==> src/rtl/pipe_pkg.sv <==
// Shared definitions for the elastic pipeline-stage registers of the 5-stage core:
// FSM state encodings and default payload widths per stage boundary.
package pipe_pkg;

    // Stage occupancy: EMPTY (no entry), FULL (main slot), SKID (main + skid slots)
    typedef enum logic [1:0] {
        PIPE_EMPTY = 2'd0,
        PIPE_FULL  = 2'd1,
        PIPE_SKID  = 2'd2
    } pipe_state_e;

    // Generic defaults
    localparam int unsigned PIPE_DEF_DATA_W  = 32;
    localparam int unsigned PIPE_DEF_CTRL_W  = 2;
    localparam int unsigned PIPE_DEF_STALL_W = 16;

    // Per-boundary defaults
    localparam int unsigned IFID_DATA_W  = 64;  // {pc, instr}
    localparam int unsigned IFID_CTRL_W  = 1;
    localparam int unsigned IDEX_DATA_W  = 32;
    localparam int unsigned IDEX_CTRL_W  = 8;
    localparam int unsigned EXMEM_DATA_W = 32;
    localparam int unsigned EXMEM_CTRL_W = 4;
    localparam int unsigned MEMWB_DATA_W = 32;
    localparam int unsigned MEMWB_CTRL_W = 2;

endpackage : pipe_pkg

==> src/rtl/pipe_stage_elastic.sv <==
// Elastic pipeline-stage register with valid/ready handshake, 2-entry skid buffer,
// synchronous flush and bubble insertion. in_ready is a flop, so downstream
// backpressure never forms a combinational path to upstream.
//
// Ports:
//   clk, reset      rising-edge clock; asynchronous active-low reset
//   flush           synchronous kill of all held entries (wins over handshake)
//   in_valid/ready  upstream handshake (in_ready registered)
//   in_data/ctrl    upstream payload / control bits
//   out_valid/ready downstream handshake
//   out_data/ctrl   main-slot payload / control (ctrl is 0 whenever out_valid=0)
//   stall_cnt       saturating backpressure counter (only with PIPE_STALL_CNT_EN)
//
// Configuration: define PIPE_STALL_CNT_EN to add the STALL_W parameter, the
// stall_cnt port and its counter.
module pipe_stage_elastic
    import pipe_pkg::*;
#(
    parameter int unsigned DATA_W  = PIPE_DEF_DATA_W,
    parameter int unsigned CTRL_W  = PIPE_DEF_CTRL_W
`ifdef PIPE_STALL_CNT_EN
    ,
    parameter int unsigned STALL_W = PIPE_DEF_STALL_W
`endif
) (
    input  logic              clk,
    input  logic              reset,
    input  logic              flush,
    input  logic              in_valid,
    output logic              in_ready,
    input  logic [DATA_W-1:0] in_data,
    input  logic [CTRL_W-1:0] in_ctrl,
    output logic              out_valid,
    input  logic              out_ready,
    output logic [DATA_W-1:0] out_data,
    output logic [CTRL_W-1:0] out_ctrl
`ifdef PIPE_STALL_CNT_EN
    ,
    output logic [STALL_W-1:0] stall_cnt
`endif
);

    pipe_state_e       state_q, state_d;
    logic [DATA_W-1:0] main_data_q, main_data_d;
    logic [CTRL_W-1:0] main_ctrl_q, main_ctrl_d;
    logic [DATA_W-1:0] skid_data_q, skid_data_d;
    logic [CTRL_W-1:0] skid_ctrl_q, skid_ctrl_d;
    logic              in_ready_q, in_ready_d;
    logic              out_valid_q, out_valid_d;
    logic              accept;
    logic              issue;

    assign accept = in_valid & in_ready_q;
    assign issue  = out_valid_q & out_ready;

    // Next-state, slot update, flush override and registered handshake outputs
    always_comb begin
        state_d     = state_q;
        main_data_d = main_data_q;
        main_ctrl_d = main_ctrl_q;
        skid_data_d = skid_data_q;
        skid_ctrl_d = skid_ctrl_q;

        unique case (state_q)
            PIPE_EMPTY: begin
                if (accept) begin
                    state_d     = PIPE_FULL;
                    main_data_d = in_data;
                    main_ctrl_d = in_ctrl;
                end
            end
            PIPE_FULL: begin
                if (accept && out_ready) begin
                    main_data_d = in_data;
                    main_ctrl_d = in_ctrl;
                end else if (accept) begin
                    state_d     = PIPE_SKID;
                    skid_data_d = in_data;
                    skid_ctrl_d = in_ctrl;
                end else if (issue) begin
                    // Bubble: ctrl must read 0 while empty
                    state_d     = PIPE_EMPTY;
                    main_ctrl_d = '0;
                end
            end
            PIPE_SKID: begin
                if (issue) begin
                    state_d     = PIPE_FULL;
                    main_data_d = skid_data_q;
                    main_ctrl_d = skid_ctrl_q;
                    skid_ctrl_d = '0;
                end
            end
            default: begin
                state_d     = PIPE_EMPTY;
                main_ctrl_d = '0;
                skid_ctrl_d = '0;
            end
        endcase

        // Flush discards any same-cycle accept/issue; data slots keep their contents
        if (flush) begin
            state_d     = PIPE_EMPTY;
            main_data_d = main_data_q;
            skid_data_d = skid_data_q;
            main_ctrl_d = '0;
            skid_ctrl_d = '0;
        end

        in_ready_d  = (state_d != PIPE_SKID);
        out_valid_d = (state_d != PIPE_EMPTY);
    end

    // State and slot registers
    always_ff @(posedge clk or negedge reset) begin
        if (!reset) begin
            state_q     <= PIPE_EMPTY;
            main_data_q <= '0;
            main_ctrl_q <= '0;
            skid_data_q <= '0;
            skid_ctrl_q <= '0;
            in_ready_q  <= 1'b1;
            out_valid_q <= 1'b0;
        end else begin
            state_q     <= state_d;
            main_data_q <= main_data_d;
            main_ctrl_q <= main_ctrl_d;
            skid_data_q <= skid_data_d;
            skid_ctrl_q <= skid_ctrl_d;
            in_ready_q  <= in_ready_d;
            out_valid_q <= out_valid_d;
        end
    end

    assign in_ready  = in_ready_q;
    assign out_valid = out_valid_q;
    assign out_data  = main_data_q;
    assign out_ctrl  = main_ctrl_q;

`ifdef PIPE_STALL_CNT_EN
    logic [STALL_W-1:0] stall_cnt_q, stall_cnt_d;

    // Saturating count of cycles an entry waits on downstream
    always_comb begin
        stall_cnt_d = stall_cnt_q;
        if (out_valid_q && !out_ready && !flush && (stall_cnt_q != {STALL_W{1'b1}})) begin
            stall_cnt_d = stall_cnt_q + STALL_W'(1);
        end
    end

    always_ff @(posedge clk or negedge reset) begin
        if (!reset) begin
            stall_cnt_q <= '0;
        end else begin
            stall_cnt_q <= stall_cnt_d;
        end
    end

    assign stall_cnt = stall_cnt_q;
`endif

endmodule : pipe_stage_elastic

==> config.mk <==
export PLATFORM = sky130hd
export DESIGN_NAME = pipe_stage_elastic
export DESIGN_NICKNAME = d
export VERILOG_FILES = /design/src/rtl/pipe_pkg.sv /design/src/rtl/pipe_stage_elastic.sv
export SDC_FILE = /design/constraint.sdc
export NUM_CORES = 1
export LEC_CHECK = 0
export CORE_AREA = 2 2 110 112
export DETAILED_ROUTE_END_ITERATION = 6
export DIE_AREA = 0 0 112 114
export PLACE_DENSITY_LB_ADDON = 0.05
export SYNTH_ARGS = -nofsm -noshare
export SYNTH_HDL_FRONTEND = slang
export SYNTH_SLANG_ARGS = --single-unit
==> constraint.sdc <==
create_clock -name clk -period 3.3 [get_ports clk]
set_input_delay 0.66 -clock clk [delete_from_list [all_inputs] [get_ports clk]]
set_output_delay 0.66 -clock clk [all_outputs]
set_load 0.1 [all_outputs]
Word level (Yosys, flattened, before mapping)
Index checks and enable logic that the tools add are counted.

Register bits: 72. Bits of input ports: 39. Output and inout bits: 36. Logic and storage cells: 53.

Equality and inequality tests: 13. Multiplexer cells: 21. Bitwise logic cells: 4. Reductions and logical operators: 8.

Operators by type and width (number): two-way mux 32 bit (3); one-hot mux 32 bit (3 select lines) (1); two-way mux 2 bit (14); one-hot mux 2 bit (3 select lines) (3); inequality test 3 bit (second input constant) (4); AND reduction 4 bit (3); inequality test 2 bit (second input constant) (5); inequality test 4 bit (second input constant) (2); AND reduction 5 bit (1); nonzero test 3 bit (1); bitwise AND 1 bit (2); == test 2 x 1 -> 1 bit (second input constant) (1); == test 2 bit (second input constant) (1); zero test 2 bit (1); inverter 1 bit (2); nonzero test 2 bit (1); logical AND 1 bit (1).

Depth between registers and ports, before layout
Word-level depth: 7. Gate-level depth with buffers: 6. Mapped depth without buffers: 4.

Least setup slack after synthesis
Ideal clock, no wire load.

Path type: reg2reg. Start: register in_ready_q, in the netlist in_ready. End: register skid_data_q[0]. Library setup time: 0.125 ns. Data arrival time: 2.091 ns. Data required time: 3.175 ns. Slack: 1.084 ns. Cell stages (with the launch flop): 5. Buffers on the path: 1. Period minus slack after synthesis: 2.216 ns. Cells stage by stage: dfstp_2 > nand2_1 > nor4b_4 > buf_6 > mux2_2.

Longest elaborated chain between the ends: 4.

RTL lines: start, declared (RTL line pipe_stage_elastic.sv:48) `logic in_ready_q, in_ready_d;`; start signal, assigned (RTL line pipe_stage_elastic.sv:130) `in_ready_q <= in_ready_d;`; bitwise AND 1 bit (*) (RTL line pipe_stage_elastic.sv:53) `assign accept = in_valid & in_ready_q;`; logical AND 1 bit (RTL line pipe_stage_elastic.sv:73) `if (accept && out_ready) begin`; inverter 1 bit (no source line); AND reduction 4 bit (no source line) (*); end signal, assigned (RTL line pipe_stage_elastic.sv:128) `skid_data_q <= skid_data_d;`; end, declared (RTL line pipe_stage_elastic.sv:46) `logic [DATA_W-1:0] skid_data_q, skid_data_d;`.

Mark *: on every way between the ends. The rest lies on a longest branch, timed or not. A chain may end at the register's enable or synchronous reset.

Worst setup path after layout
Start: input port out_ready. End: register skid_data_q[13].

Longest elaborated chain between the ends: 3.

RTL lines: start, declared (RTL line pipe_stage_elastic.sv:34) `input logic out_ready,`; logical AND 1 bit (RTL line pipe_stage_elastic.sv:73); inverter 1 bit (no source line); AND reduction 4 bit (no source line).

Every way passes these cells.

==> flow_summary.yaml <==
outcome:
  status: "finished clean"
synthesis:
  ys_ff_latch: 72
  synth_top_family_by_area: "multiplexers"
  yosysTopAreaCell: "dfrtp_1"
  yosys.area_share.simple_pct: 7.95
  synth_cell_types: 28
  syn_nets: 293
  yosys.area_share.xor_xnor_pct: 0
  synthTopCellsByArea: "dfrtp_1, mux2_2, mux2i_1, o21ai_0, nand2_1"
  synth_enable_flop_cells: 0
  yosys.area.top_type_share_pct: 56.2
  synthMuxAreaShare_pct: 23.7
  yosysSeqAreaShare_pct: 57.0
  synth_ff_type: "dfrtp_1"
  syn_area_per_cell_um2: 12.5
  async_flop_share_pct: 100
  synthTopCellsByCount: "dfrtp_1, mux2_2, nand2_1, mux2i_1, o21ai_0"
  synthCells: 254
  synth_warnings: 0
  syn_area_um2: 3160
  synth_adder_area_share_pct: 0
  synthMostInstantiatedCell: "dfrtp_1"
  synth_compound_area_share_pct: 7.91
clock_network:
  cts_made_buffers: 9
  htree_levels: 3
  cts_tree: "built"
  cts_setup_buffers: 0
  clockBufferDepth: 2
  cts_hold_buf: 0
  cts_resized: 0
  clock-sinks: 72
  clkTransAtPathRegs_ns: 0.06
  cts-root-buf: "clkbuf_16"
  clk_latency_ns: 0.34
finish:
  nFillCells: 1184
  multi_input_area_um2: 1260
  final-seq-area_um2: 1800
  fin_nets: 367
  area_growth_syn_to_layout_pct: 37.1
  final_layout_size_suffix_gt1_share_pct: 29.7
  finish.utilization_pct: 37.0
  num_antenna_cells: 0
timing:
  hold_viol_final: 0
  period_share_pct: 69.3
  finalWorstSetupSlack_ns: 1.01
  drv_slew: 0
  tightest_slew_ns: 0.939
  skew_ns: 0.00455
  timing.slew.headroom_pct: 37.4
  post-route-min-period_ns: 2.29
  tns_ns: 0
  max_freq_ghz: 0.437
  setup_viol: 0
  rsz0062_at_grt: "false"
  holdWs_ns: 0.471
die:
  num_rows: 40
  die_y_um: 114
  io_pins: 75
  core_area_um2: 11700
  die_w_um: 112
  dieArea_um2: 12800
  initial_utilization_pct: 27.0
setup_path:
  start_kind: "input pin"
  required_ns: 3.52
  reg2reg_to: "skid_data_q[13]"
  crit_arrival_ns: 2.51
  ff2ff_setup_slack_ns: 1.32
  crit_type: "in -> reg"
  crit_fanout: 33
  critPathCaptureType: "flop"
  reg2reg_from: "state_q[0]"
  reg2regPathDepth: 4
min_path:
  min_path_type: "in -> async"
global_route:
  antenna_found_initial: 0
  grt_pass1_vias: 2187
  grt_pass1_wl_um: 11400
  grt_max_degree: 73
  grt_usage_pct: 11.7
  overflow: 0
detailed_routing:
  ant_nets: 0
  wirelength_um: 6950
  firstDrtPassIters: 3
  drt_iter0_drc: 65
  drc: 0
  post_drt_wl_per_cell_um: 14.5
  vias: 2124
  post_drt_via_cell_ratio: 4.43
run:
  max-cap-violations: 0
placed_design:
  routabilityCongestion: 0.677
  dp_hpwl_um: 4370
  numPortBuffers: 74
  post-place-ws_ns: 0.658
pwr:
  p_per_area_nw_per_um2: 827
  p_total_mw: 3.59
  leakage_nw: 1.88
  vdd_ir_drop_max_mv: 0.337
==> worst max-delay path by stage <==
| stage | to | depth (start not counted) | start | slack (ns) |
|---|---|---|---|---|
| 3_5_place_dp | skid_data_q[13] | 5 | out_ready | 0.66 |
| 4_1_cts | skid_data_q[2] | 5 | out_ready | 1.00 |
| 2_1_floorplan | skid_data_q[0] | 4 | in_ready | 1.08 |
| 3_3_place_gp | skid_data_q[15] | 5 | out_ready | 0.66 |
| 5_1_grt | skid_data_q[13] | 5 | out_ready | 0.88 |
| 6_report | skid_data_q[13] | 5 | out_ready | 1.01 |
==> worst max-delay path: stages <==
cell and delay (ns):
clkdlybuf4s50_1 0.49, and2b_1 0.30, nor4b_4 0.20, buf_4 0.45, mux2_2 0.39
==> stage by stage <==
| step | cells | area [um^2] |
|---|---|---|
| finish | 480 | 4340 |
| global route | 480 | 4340 |
| CTS | 480 | 4340 |
| detailed placement | 464 | 3930 |
| global placement | 464 | 3930 |
| floorplan | 254 | 3160 |
==> kinds of logic after synthesis <==
group,count (synthesis)
buf+inv,18
compound gates,43
simple gates,51
flops,72
mux,70
==> report_power, final <==
part	switching (mW)	leakage, nW	internal (mW)
Sequential	0.107	0.895	1.09
Combinational	0.782	0.786	0.295
Clock	0.381	0.196	0.933
Total	1.27	1.88	2.32
==> flip-flops by register name, summed over array words and instances (netlist names) <==
signal,flops
out_data,32
skid_data_q,32
out_ctrl,2
skid_ctrl_q,2
state_q,2
in_ready,1
out_valid,1
==> routing by layer <==
layer | global-route usage, % | vias to the layer above | wire length [um]
met1 | 15.1 | 1029 | 3290
met3 | 3.13 | 12 | 309
li1 | - | 1037 | -
met4 | 7.32 | 0 | 193
met5 | 0 | - | 0
met2 | 17.5 | 46 | 3160
==> cell usage in the layout (no fill, tap or decap), types with 2 or more instances in the layout <==
| cell | synthesis | layout |
|---|---|---|
| inv_1 | 3 | 3 |
| mux2i_1 | 32 | 32 |
| and4b_1 | 2 | 2 |
| nor3_1 | 2 | 2 |
| a22o_1 | 3 | 3 |
| clkbuf_16 | 0 | 9 |
| nand2_1 | 35 | 35 |
| buf_4 | 2 | 41 |
| bufinv_16 | 0 | 5 |
| a21oi_1 | 3 | 3 |
| nand3_1 | 2 | 2 |
| o21ai_0 | 29 | 29 |
| dfrtp_1 | 71 | 71 |
| nor2_1 | 3 | 3 |
| and3_1 | 2 | 2 |
| clkbuf_8 | 0 | 2 |
| clkdlybuf4s50_1 | 0 | 37 |
| o21ai_1 | 4 | 4 |
| mux2_2 | 37 | 37 |
==> layout make-up <==
class	instances	area share [%]
Sequential cell	72	41.6
Multi-Input combinational cell	164	29.0
Timing Repair Buffer	78	15.6
Clock buffer	11	5.83
Tap cell	147	4.24
Clock inverter	5	3.46
Inverter	3	0.260
Note: power is estimated with default switching activity, not from simulation.
==> edit, RTL diff (config.mk and constraints unchanged) <==
The option `PIPE_STALL_CNT_EN` is turned on by a define.
--- a/src/rtl/pipe_stage_elastic.sv
+++ b/src/rtl/pipe_stage_elastic.sv
@@ -13,6 +13,8 @@
 //
 // Configuration: define PIPE_STALL_CNT_EN to add the STALL_W parameter, the
 // stall_cnt port and its counter.
+`define PIPE_STALL_CNT_EN
+
 module pipe_stage_elastic
     import pipe_pkg::*;
 #(
Behaviour (old outputs only; new: stall_cnt): unchanged (equiv_simple and equiv_induct, registers matched by name and starting in step).
==> edit against the original RTL <==
Final cell count rose by 13%. Final area increased by 21%. Area after synthesis up 27%. Wire length increased by 18%. Worst hold slack worse by 0.15 ns. Sequential share of layout area increased by 0.43 points. Non-clock buffer count up 20. Total power up 7.1%. Worst setup slack got worse by 0.23 ns. Sequential cell count grew 16. Maximum frequency fell by 9.2%. Critical endpoint is now stall_cnt[15].
==> edit: results <==
global_route:
  grt_pass1_wl_um: 13900
  track_usage: 0.139
  grt_max_degree: 47
  grt_pass1_vias: 2743
clock_tree:
  ctsRootBufferMaster: "clkbuf_16"
  clk_latency_ns: 0.34
  ctsResizeCount: 0
  clk_pin_slew_ns: 0.06
  clock_path_buffers: 2
  htree_num_levels: 3
  cts_buffers: 9
sta:
  finClkSkew_ns: 0.00709
  maxSlewHeadroom: 0.576
placement:
  place_ws_ns: 0.428
  io_buffers: 90
  hpwl_um: 5560
  place.gp.congestion: 0.755
  place_inst: 524
setup_path:
  arrival_ns: 2.73
  critical_path.max_fanout: 7
final_layout:
  fin_nets: 428
  fillCellCount: 1102
  drive_gt1_frac: 0.298
  fin_cells: 540
  diodes: 0
yosys:
  synth-adder-area-share: 0.00312
  yosysSeqAreaShare: 0.549
  syn-instance-count: 295
  async_flop_share: 1.00
  yosys-top-cells-area: "dfrtp_1 54%, mux2_1 21%, mux2_2 8.1%"
  ys_top_cells_by_count: "87 x dfrtp_1, 74 x mux2_1, 29 x mux2_2"
  synth.area.mux_share: 0.289
  synth.distinct_cells: 39
  syn_nets: 335
  ys_warn_count: 0
  ys_dominant_reg_cell: "dfrtp_1"
  synth_compound_area_frac: 0.0327
  synth_xor_area_frac: 0.0262
pwr:
  max-vdd-ir-drop_mv: 0.346
  power.leakage_nw: 2.38
routing:
  drt-pass1-iter-count: 4
  drtIter0Drc: 79
  vias: 2601
  drt-total-wl_um: 8230
  drc: 0
status:
  outcome: "complete, no violations"
min_path:
  hp-class: "in -> async"
## edit: cells by family after synthesis
| family | count (synthesis) |
|---|---|
| muxes | 103 |
| DFF | 88 |
| and+or+nand+nor | 54 |
| AOI/OAI and AO/OA | 19 |
| buffers and inverters | 18 |
| xor gates and xnor gates | 12 |
| adders and majority gates | 1 |
## edit: power breakdown
group          total [mW]  internal (mW)  switching, mW
Sequential           1.45           1.32          0.133
Combinational        1.43          0.364           1.07
Clock               0.958          0.550          0.409
## edit: cell type report
class / instances / share of cell area
Sequential cell: 88 / 0.420
Multi-Input combinational cell: 189 / 0.333
Timing Repair Buffer: 98 / 0.158
Clock buffer: 13 / 0.0496
Tap cell: 147 / 0.0351
Clock inverter: 3 / 0.00334
Inverter: 2 / 0.00143
## edit: critical path: stages
cell and delay [ns]:
clkdlybuf4s50_1 0.45, or3b_1 0.51, or4_4 0.56, nor3_1 0.20, mux2_1 0.34
## edit: through the flow
stage                     hold slack [ns]  instance area (sq um)   util  total power, mW
after detailed placement            0.477                   4970  0.424             2.92
final                               0.323                   5250  0.448             3.84
after floorplan                     0.364                   4020      -             2.56
after CTS                           0.353                   5250  0.448             3.90
after global routing                0.379                   5250  0.448             4.03
after global placement              0.467                   4970  0.424             2.90
## edit: worst paths after layout
| path | from | to | slack, ns | depth (start not counted) |
|---|---|---|---|---|
| worst max-delay path | flush | stall_cnt[15] | 0.78 | 5 |
| worst min-delay path | reset | out_data[10] | 0.32 | 1 |
| worst max register to register | state_q[0] | out_data[18] | 1.10 | 5 |
| worst min register to register | out_data[8] | out_data[8] | 0.48 | 1 |
| max in group asynchronous | reset | skid_data_q[8] | 2.23 | 2 |
| min in group clk | out_data[8] | out_data[8] | 0.48 | 1 |
## edit: layer usage
layer | track usage | vias to the layer above | share of wire
met3 | 0.0393 | 14 | 0.057
met1 | 0.175 | 1285 | 0.46
met5 | 0 | - | 0
li1 | - | 1244 | -
met2 | 0.219 | 58 | 0.46
met4 | 0.0707 | 0 | 0.020
